<file path="config.mk">
export PLATFORM = sky130hd
export DESIGN_NAME = digital_demodulator
export DESIGN_NICKNAME = d
export VERILOG_FILES = /design/src/rtl/digital_demodulator.sv
export SDC_FILE = /design/constraint.sdc
export NUM_CORES = 1
export LEC_CHECK = 0
export BUFFER_PORTS_ARGS = -buffer_cell sky130_fd_sc_hd__buf_2
export CAP_MARGIN = 20
export CORE_ASPECT_RATIO = 0.7
export CORE_MARGIN = 4
export CORE_UTILIZATION = 50
export DETAILED_ROUTE_END_ITERATION = 8
export GPL_TIMING_DRIVEN = 1
export HOLD_SLACK_MARGIN = 0.06
export PLACE_DENSITY = 0.75
export SKIP_LAST_GASP = 1
export SLEW_MARGIN = 20
export SYNTH_ARGS = -nofsm -noshare
export SYNTH_HDL_FRONTEND = slang
export SYNTH_SLANG_ARGS = --single-unit
</file>
<file path="constraint.sdc">
create_clock -name i_clk -period 4.8 [get_ports i_clk]
set_input_delay 1.2 -clock i_clk [delete_from_list [all_inputs] [get_ports i_clk]]
set_output_delay 1.2 -clock i_clk [all_outputs]
set_load 0.05 [all_outputs]
</file>
<file path="src/rtl/digital_demodulator.sv">
// rtl/digital_demodulator.sv - hard-decision BPSK/QPSK/16QAM/64QAM demapper with serial bit output
module digital_demodulator #(
    parameter int TH16     = 162,
    parameter int TH64_LO  = 79,
    parameter int TH64_MID = 158,
    parameter int TH64_HI  = 237,
    parameter int CNT_W    = 16
) (
    input  logic             i_clk,
    input  logic             i_rst_n,
    input  logic [1:0]       i_mod,
    input  logic             i_sym_vld,
    output logic             o_sym_rdy,
    input  logic [11:0]      i_i,
    input  logic [11:0]      i_q,
    output logic             o_data,
    output logic             o_data_vld,
    input  logic             i_data_rdy,
    output logic [CNT_W-1:0] o_sym_cnt
);

    typedef enum logic {
        S_IDLE  = 1'b0,
        S_SHIFT = 1'b1
    } state_t;

    localparam logic [11:0] L_TH16     = 12'(TH16);
    localparam logic [11:0] L_TH64_LO  = 12'(TH64_LO);
    localparam logic [11:0] L_TH64_MID = 12'(TH64_MID);
    localparam logic [11:0] L_TH64_HI  = 12'(TH64_HI);

    state_t           r_state;
    state_t           w_next;
    logic [5:0]       r_bits;
    logic [2:0]       r_left;
    logic [CNT_W-1:0] r_cnt;

    logic [11:0] w_abs_i;
    logic [11:0] w_abs_q;
    logic        w_sgn_i;
    logic        w_sgn_q;
    logic [5:0]  w_dec;
    logic [2:0]  w_n;
    logic        w_accept;
    logic        w_xfer;

    // -2048 has no positive 12-bit counterpart, so it saturates to 2047
    function automatic logic [11:0] f_abs(input logic [11:0] v);
        if (!v[11]) begin
            return v;
        end else if (v == 12'h800) begin
            return 12'h7FF;
        end else begin
            return ~v + 12'd1;
        end
    endfunction

    assign w_abs_i = f_abs(i_i);
    assign w_abs_q = f_abs(i_q);
    assign w_sgn_i = ~i_i[11];
    assign w_sgn_q = ~i_q[11];

    // Decisions are left-aligned so the first bit to send always sits in bit 5
    always_comb begin
        w_dec = 6'b0;
        w_n   = 3'd1;
        case (i_mod)
            2'd0: begin
                w_dec = {w_sgn_i, 5'b0};
                w_n   = 3'd1;
            end
            2'd1: begin
                w_dec = {w_sgn_i, w_sgn_q, 4'b0};
                w_n   = 3'd2;
            end
            2'd2: begin
                w_dec = {w_sgn_i, (w_abs_i < L_TH16),
                         w_sgn_q, (w_abs_q < L_TH16), 2'b0};
                w_n   = 3'd4;
            end
            default: begin
                w_dec = {w_sgn_i, (w_abs_i < L_TH64_MID),
                         (w_abs_i >= L_TH64_LO) && (w_abs_i < L_TH64_HI),
                         w_sgn_q, (w_abs_q < L_TH64_MID),
                         (w_abs_q >= L_TH64_LO) && (w_abs_q < L_TH64_HI)};
                w_n   = 3'd6;
            end
        endcase
    end

    assign w_accept = (r_state == S_IDLE) && i_sym_vld;
    assign w_xfer   = (r_state == S_SHIFT) && i_data_rdy;

    always_comb begin
        w_next = r_state;
        case (r_state)
            S_IDLE: begin
                if (w_accept) begin
                    w_next = S_SHIFT;
                end
            end
            default: begin
                if (w_xfer && (r_left == 3'd1)) begin
                    w_next = S_IDLE;
                end
            end
        endcase
    end

    always_ff @(posedge i_clk) begin
        if (!i_rst_n) begin
            r_state <= S_IDLE;
        end else begin
            r_state <= w_next;
        end
    end

    always_ff @(posedge i_clk) begin
        if (!i_rst_n) begin
            r_bits <= 6'b0;
            r_left <= 3'd0;
            r_cnt  <= '0;
        end else if (w_accept) begin
            r_bits <= w_dec;
            r_left <= w_n;
            r_cnt  <= r_cnt + 1'b1;
        end else if (w_xfer) begin
            r_bits <= {r_bits[4:0], 1'b0};
            r_left <= r_left - 3'd1;
        end
    end

    assign o_data     = r_bits[5];
    assign o_data_vld = (r_state == S_SHIFT);
    assign o_sym_rdy  = (r_state == S_IDLE);
    assign o_sym_cnt  = r_cnt;

endmodule

</file>
---- Word level (Yosys, flattened, before mapping) ----
Cells that the tools add are included.
W data, S select, Z words.
storage, ports and cells
  bits in registers ....................... 26
  output and inout port bits .............. 19
operators by class
  add/subtract/negate cells ............... 4
  $lt $le $gt $ge ......................... 8
  equality and inequality tests ........... 5
  mux-type cells .......................... 13
  bitwise operators ....................... 5
  reductions and logical operators ........ 7
operator list
  cell                     count
  $lt A12 B8 Y1 const B    6
  $mux W12                 4
  $add A12 B1 Y12 const B  2
  $eq A12 B12 Y1 const B   2
  $ge A12 B7 Y1 const B    2
  $not A12 Y12             2
  $add A16 B1 Y16 const B  1
  $pmux W5 S3              1
  $mux W6                  2
  $pmux W3 S3              1
  $mux W3                  2
  $logic_and A1 B1 Y1      5
  $eq A3 B1 Y1 const B     1
  $mux W1                  3
  $not A1 Y1               3
  $sub A3 B1 Y3 const B    1
  $eq A2 B1 Y1 const B     1
  $eq A2 B2 Y1 const B     1
  $logic_not A2 Y1         1
  $reduce_bool A2 Y1       1

---- Depth between registers and ports, before layout ----
Gate-level depths: netlist (run 1).
  depth after elaboration ................. 8
  mapped depth ............................ 8
  gate-level depth less buffers ........... 8

---- Worst setup path before layout (run 1) ----
OpenSTA, ideal clock, no wires.
  path kind ............................... input port to flip-flop
  from .................................... input i_i[0]
  to ...................................... register r_bits[4]
  library setup time ...................... 0.059 ns
  data arrival time ....................... 3.273 ns
  data required time ...................... 4.741 ns
  slack ................................... 1.468 ns
  stages .................................. 8
  path buffers ............................ 0
  cell sequence ........................... inv_1 -> ha_1 -> or3b_4 -> or4b_4 -> mux2_4 -> a2111oi_4 -> o2111ai_1 -> nand2_1
between the ends
  longest elaborated chain between the ends .. 7
RTL lines
  element                                  line    source
  start: declaration                       14      input logic [11:0] i_i,
  $not A12 Y12                             54      return ~v + 12'd1;
  $add A12 B1 Y12                          54
  $mux W12                                 51      end else if (v == 12'h800) begin
  $mux W12 *                               49      if (!v[11]) begin
  $lt A12 B8 Y1, on equally long branches  82, 77
  $pmux W5 S3 *                            67      case (i_mod)
  $mux W6 *                                123     end else if (w_accept) begin
  end signal: assignment                   124     r_bits <= w_dec;
  end signal: assignment                   128     r_bits <= {r_bits[4:0], 1'b0};
  end: declaration                         34      logic [5:0] r_bits;
Every way passes the cells marked *; elsewhere a longest branch is shown, timed or not.
A chain may end at the register's enable or synchronous reset.

---- Worst setup path in the final report (run 1) ----
Ends and elaborated chain as after synthesis.

==> results of run 1 <==
placed cells by master (no fill, tap or decap), types with 3 or more instances in the layout:
cell type  count
nand4_1        5
o21ai_0       11
a221oi_1       3
a31oi_1        4
nand2_1       24
or4_1          3
or3_1          6
dfxtp_1       26
nand3_1       12
mux2i_1        4
a21oi_1       13
xor2_1         4
nand2b_1       3
and4_1         5
buf_2         48
o31a_1         3
nor2b_1       10
a21boi_0       5
ha_1           5
nor3_1         7
inv_1         12
and2_1        18
nor2_1        15
a211oi_1       3
xnor2_1       16
clkbuf_8       3
logic make-up (layout without fill, tap and decap cells):
logic type	Yosys count	count (layout)	synth area share, %
muxes	7	7	3.64
AOI/OAI and AO/OA	69	69	24.1
xor gates and xnor gates	20	20	8.23
buffers and inverters	23	65	4.05
adders and majority gates	5	5	2.94
and+or+nand+nor	123	123	32.6
DFF	26	26	24.4
path summary, 6_finish.rpt:
path / to / depth (start not counted) / slack (ns) / startpoint
worst max-delay path: r_bits[4] / 9 / 1.44 / i_i[0]
worst min-delay path: o_sym_cnt[15] / 2 / 0.51 / o_sym_cnt[15]
worst max register to register: o_sym_cnt[15] / 6 / 2.96 / o_sym_cnt[3]
worst min register to register: o_sym_cnt[15] / 2 / 0.51 / o_sym_cnt[15]
power breakdown:
| group | switching [mW] | internal (mW) |
|---|---|---|
| combinational | 0.0864 | 0.0514 |
| sequential | 0.00598 | 0.223 |
| clock | 0.0683 | 0.112 |
flip-flops by register name (all words and copies together) (netlist names):
signal / count
o_data_vld: 1
o_sym_cnt: 16
r_bits: 6
r_left: 3
layout make-up:
type | instances | area, µm²
clock inverters | 1 | 30.0
fillers | 365 | 1550
repair buffers | 49 | 248
flip-flops and latches | 26 | 520
inverters | 12 | 45.0
multi-input cells | 224 | 1520
well taps | 52 | 65.1
clock buffers | 3 | 41.3
metal layers:
metal	track usage (%)	share of wire (%)	vias up
met4	1.19	0.15	0
met1	27.7	52	985
met5	0	0	-
li1	-	-	1096
met3	3.95	6.6	2
met2	28.7	41	62
critical path: cells and delay by family:
| family | cells | cell delay [ns] |
|---|---|---|
| AOI/OAI and AO/OA | 2 | 0.53 |
| adders and majority gates | 1 | 0.26 |
| buffers and inverters | 2 | 0.22 |
| muxes | 1 | 0.33 |
| and+or+nand+nor | 3 | 1.06 |
through the flow:
step | setup slack [ns] | power [mW] | cell area [µm²] | hold slack [ns] | utilization, %
floorplan | 1.47 | 0.326 | 2130 | 0.493 | -
CTS | 1.47 | 0.549 | 2470 | 0.510 | 61.5
global route | 1.33 | 0.576 | 2470 | 0.554 | 61.5
global placement | 1.27 | 0.367 | 2400 | 0.480 | 59.8
detailed placement | 1.19 | 0.369 | 2400 | 0.495 | 59.8
finish | 1.44 | 0.546 | 2470 | 0.510 | 61.5
==> impl_metrics.csv, run 1 <==
group,metric,value,unit
clock_tree,path_clk_slew,0.09,ns
routing,finalWirelength,5.21,mm
place,place.detailed.hpwl,4.01,mm
cells_and_area,drive_gt1_share,20.6,%
die,ios,49,
routing,avgViaCountPerCell,5.84,
logic_synthesis,ys_warn_count,0,
sta,setup_violations,0,
die,placementRows,19,
sta,timing.fmax,297,MHz
routing,avgRoutedWirePerCell,14.2,µm
logic_synthesis,postSynthCellCount,273,
clock_tree,clockRootBuffer,"clkbuf_8",
critical_path,critPathLaunchType,"primary input",
logic_synthesis,syn_nets,308,
place,place_congestion,0.822,
logic_synthesis,synthTopCellsByArea,"dfxtp_1 24%, xnor2_1 6.6%, and2_1 5.3%, nand2_1 4.2%, a21oi_1 3.1%",
global_route,globalRouteOverflowTotal,0,
sta,period_share,70.1,%
logic_synthesis,ys_seq_elements,26,
critical_path,arrival,3.58,ns
global_route,grt_max_degree,28,
clock_tree,htreeDepth,1,
place,portBuffers,48,
global_route,grt_usage,18.7,%
clock_tree,clock_path_buffers,2,
sta,period_needed,3.36,ns
pwr,ir_drop,0.195,mV
cells_and_area,diodes,0,
sta,tightest_slew,0.620,ns
die,die_area,5380,µm²
routing,drc_errors,0,
clock_tree,cts_hold_buf,0,
sta,skew,0.00478,ns
global_route,grt_pass1_wl,8.55,mm
sta,setup_tns,0,ns
cells_and_area,nets,351,
die,die_h,62.6,µm
cells_and_area,instances_no_fill,367,
routing,drt_first_pass_iters,4,
logic_synthesis,synth-edff-count,0,
die,die_width,86,µm
logic_synthesis,netlist.area_leader.share,24.4,%
logic_synthesis,yosysTopAreaCell,"dfxtp_1",
min_path,hp-class,"reg -> reg",
logic_synthesis,avgSynthCellArea,7.80,µm²
die,core_area,4020,µm²
routing,drt_iter0_markers,128,
global_route,grt_pass1_vias,1885,
logic_synthesis,ys_seq_area_share,24.4,%
clock_tree,cts.repair.resized,0,
global_route,antenna_found_initial,0,
logic_synthesis,async_flop_share,0,%
sta,relSlewSlack,58.3,%
sta,rsz0062_at_grt,"no",
critical_path,endpoint_kind,"flip-flop",
critical_path,required,5.02,ns
logic_synthesis,synthFlopType,"dfxtp_1",
sta,slew_viol_final,0,
clock_tree,clock-sinks,26,
pwr,power_leakage,1.02,nW
critical_path,path_cells,"buf_2 -> inv_1 -> ha_1 -> or3b_4 -> or4b_4 -> mux2_4 -> a2111oi_4 -> o2111ai_1 -> nand2_1",
logic_synthesis,yosysMostFrequentCell,"dfxtp_1",
logic_synthesis,synth_area,2130,µm²
clock_tree,numCtsBuffers,3,
critical_path,cpMaxStageDelayCell,"or4b_4",
clock_tree,clock_latency,0.27,ns
outcome,run_status,"finished, final reports clean",
critical_path,cpPeakStageDelay,0.53,ns
critical_path,worstSetupPathType,"in -> reg",
die,start_util,53.0,%
logic_synthesis,ys_types,58,
clock_tree,tritoncts,"built",
flow_run,cap_viol_max_count,0,
sta,finalHoldViolations,0,
place,dpl.cell_count,363,
critical_path,critPathMaxFanout,7,
logic_synthesis,synth_top_cells_by_count,"26 x dfxtp_1, 24 x nand2_1, 18 x and2_1",
routing,ant_nets,0,
pwr,cellPowerDensity,221,nW/µm²
clock_tree,cts_setup_buffers,0,
routing,vias,2145,
cells_and_area,syn_to_final_growth,16.1,%
No activity file was read; power rests on OpenSTA's default activity.
==> run 2, diff against run 1 <==
==> constraint.sdc (replaced) <==
create_clock -name i_clk -period 3.5 [get_ports i_clk]
set_input_delay 0.875 -clock i_clk [delete_from_list [all_inputs] [get_ports i_clk]]
set_output_delay 0.875 -clock i_clk [all_outputs]
set_load 0.05 [all_outputs]
==> impl_metrics.csv, run 2 (synthesized netlist as in run 1, its figures left out) <==
group,metric,value,unit
routing,avgRoutedWirePerCell,14.0,µm
die,start_util,53.0,%
global_route,grt_usage,18.5,%
clock_tree,clock-sinks,26,
die,placementRows,19,
sta,timing.fmax,327,MHz
sta,finalHoldViolations,0,
critical_path,critPathMaxFanout,7,
sta,setup_violations,0,
critical_path,required,3.72,ns
routing,vias,2142,
critical_path,worstSetupPathType,"in -> reg",
place,place.detailed.hpwl,3.89,mm
cells_and_area,final_cell_mix,"48 x buf_2, 26 x dfxtp_1, 24 x nand2_1",
min_path,hp-class,"reg -> reg",
cells_and_area,n_fill_cell,368,
clock_tree,cts_hold_buf,0,
place,portBuffers,48,
pwr,cellPowerDensity,274,nW/µm²
flow_run,cap_viol_max_count,0,
outcome,run_status,"finished, final reports clean",
place,dpl.cell_count,364,
cells_and_area,nets,352,
routing,drt_first_pass_iters,4,
die,ios,49,
pwr,power_leakage,1.01,nW
global_route,grt_pass1_wl,8.51,mm
critical_path,arrival,3.27,ns
die,die_area,5380,µm²
die,die_width,86,µm
global_route,grt_max_degree,28,
cells_and_area,syn_to_final_growth,15.0,%
global_route,antenna_found_initial,0,
place,post-place-ws,0.175,ns
routing,finalWirelength,5.13,mm
die,core_area,4020,µm²
sta,tightest_slew,0.570,ns
sta,relSlewSlack,61.0,%
sta,rsz0062_at_grt,"no",
cells_and_area,multi_input_area,1520,µm²
sta,period_needed,3.05,ns
routing,avgViaCountPerCell,5.84,
sta,setup_ws,0.446,ns
cells_and_area,drive_gt1_share,20.6,%
clock_tree,htreeDepth,1,
cells_and_area,fin_util,61.0,%
clock_tree,clock_path_buffers,2,
critical_path,endpoint_kind,"flip-flop",
cells_and_area,instances_no_fill,367,
clock_tree,path_clk_slew,0.08,ns
cells_and_area,diodes,0,
clock_tree,clockRootBuffer,"clkbuf_8",
routing,ant_nets,0,
pwr,ir_drop,0.212,mV
critical_path,critPathLaunchType,"primary input",
die,die_h,62.6,µm
global_route,globalRouteOverflowTotal,0,
clock_tree,cts_setup_buffers,0,
clock_tree,numCtsBuffers,3,
routing,drt_iter0_markers,88,
place,place_congestion,0.818,
clock_tree,cts.repair.resized,0,
cells_and_area,seqCellArea,520,µm²
sta,setup_tns,0,ns
sta,skew,0.000929,ns
global_route,grt_pass1_vias,1861,
cells_and_area,largest_reg_flops,16,
clock_tree,clock_latency,0.27,ns
routing,drc_errors,0,
clock_tree,tritoncts,"built",
sta,slew_viol_final,0,
cells_and_area,layout_commonest_cell,"buf_2",
sta,period_share,87.3,%
## run 2: power by group
part	internal [mW]	switching (mW)	total (mW)
registers	0.305	0.00814	0.313
clock network	0.0772	0.0916	0.169
logic	0.0708	0.118	0.189
total	0.453	0.218	0.671
## run 2: layout make-up
| type | instances | area share, % |
|---|---|---|
| Clock buffer | 3 | 1.69 |
| Multi-Input combinational cell | 224 | 62.2 |
| Inverter | 12 | 1.84 |
| Sequential cell | 26 | 21.2 |
| Timing Repair Buffer | 50 | 10.4 |
| Tap cell | 52 | 2.66 |
## run 2: per-layer routing
metal / global-route usage, % / share of wire (%)
met1: 27.5 / 51
met2: 27.7 / 40
met3: 4.22 / 8.1
met4: 2.17 / 0.33
met5: 0 / 0
## run 2: stage by stage
stage | power, mW | instance area (µm²) | hold WS [ns]
3_3_place_gp | 0.504 | 2410 | 0.481
3_5_place_dp | 0.506 | 2410 | 0.493
4_1_cts | 0.672 | 2450 | 0.505
2_1_floorplan | 0.446 | 2130 | 0.493
5_1_grt | 0.704 | 2450 | 0.544
6_report | 0.671 | 2450 | 0.501
## run 2: worst paths after layout
check / start / to / slack [ns] / cells past startpoint
min: o_sym_cnt[1] / o_sym_cnt[1] / 0.50 / 2
min reg2reg: o_sym_cnt[1] / o_sym_cnt[1] / 0.50 / 2
max reg2reg: o_sym_cnt[3] / o_sym_cnt[15] / 1.70 / 6
max: i_i[0] / r_bits[4] / 0.45 / 9
## run 2: critical path, cell delays in order
cell	delay [ns]
buf_2	0.13
inv_1	0.09
ha_1	0.25
or3b_4	0.43
or4b_4	0.53
mux2_4	0.33
a2111oi_4	0.38
o2111ai_1	0.17
nand2_1	0.09
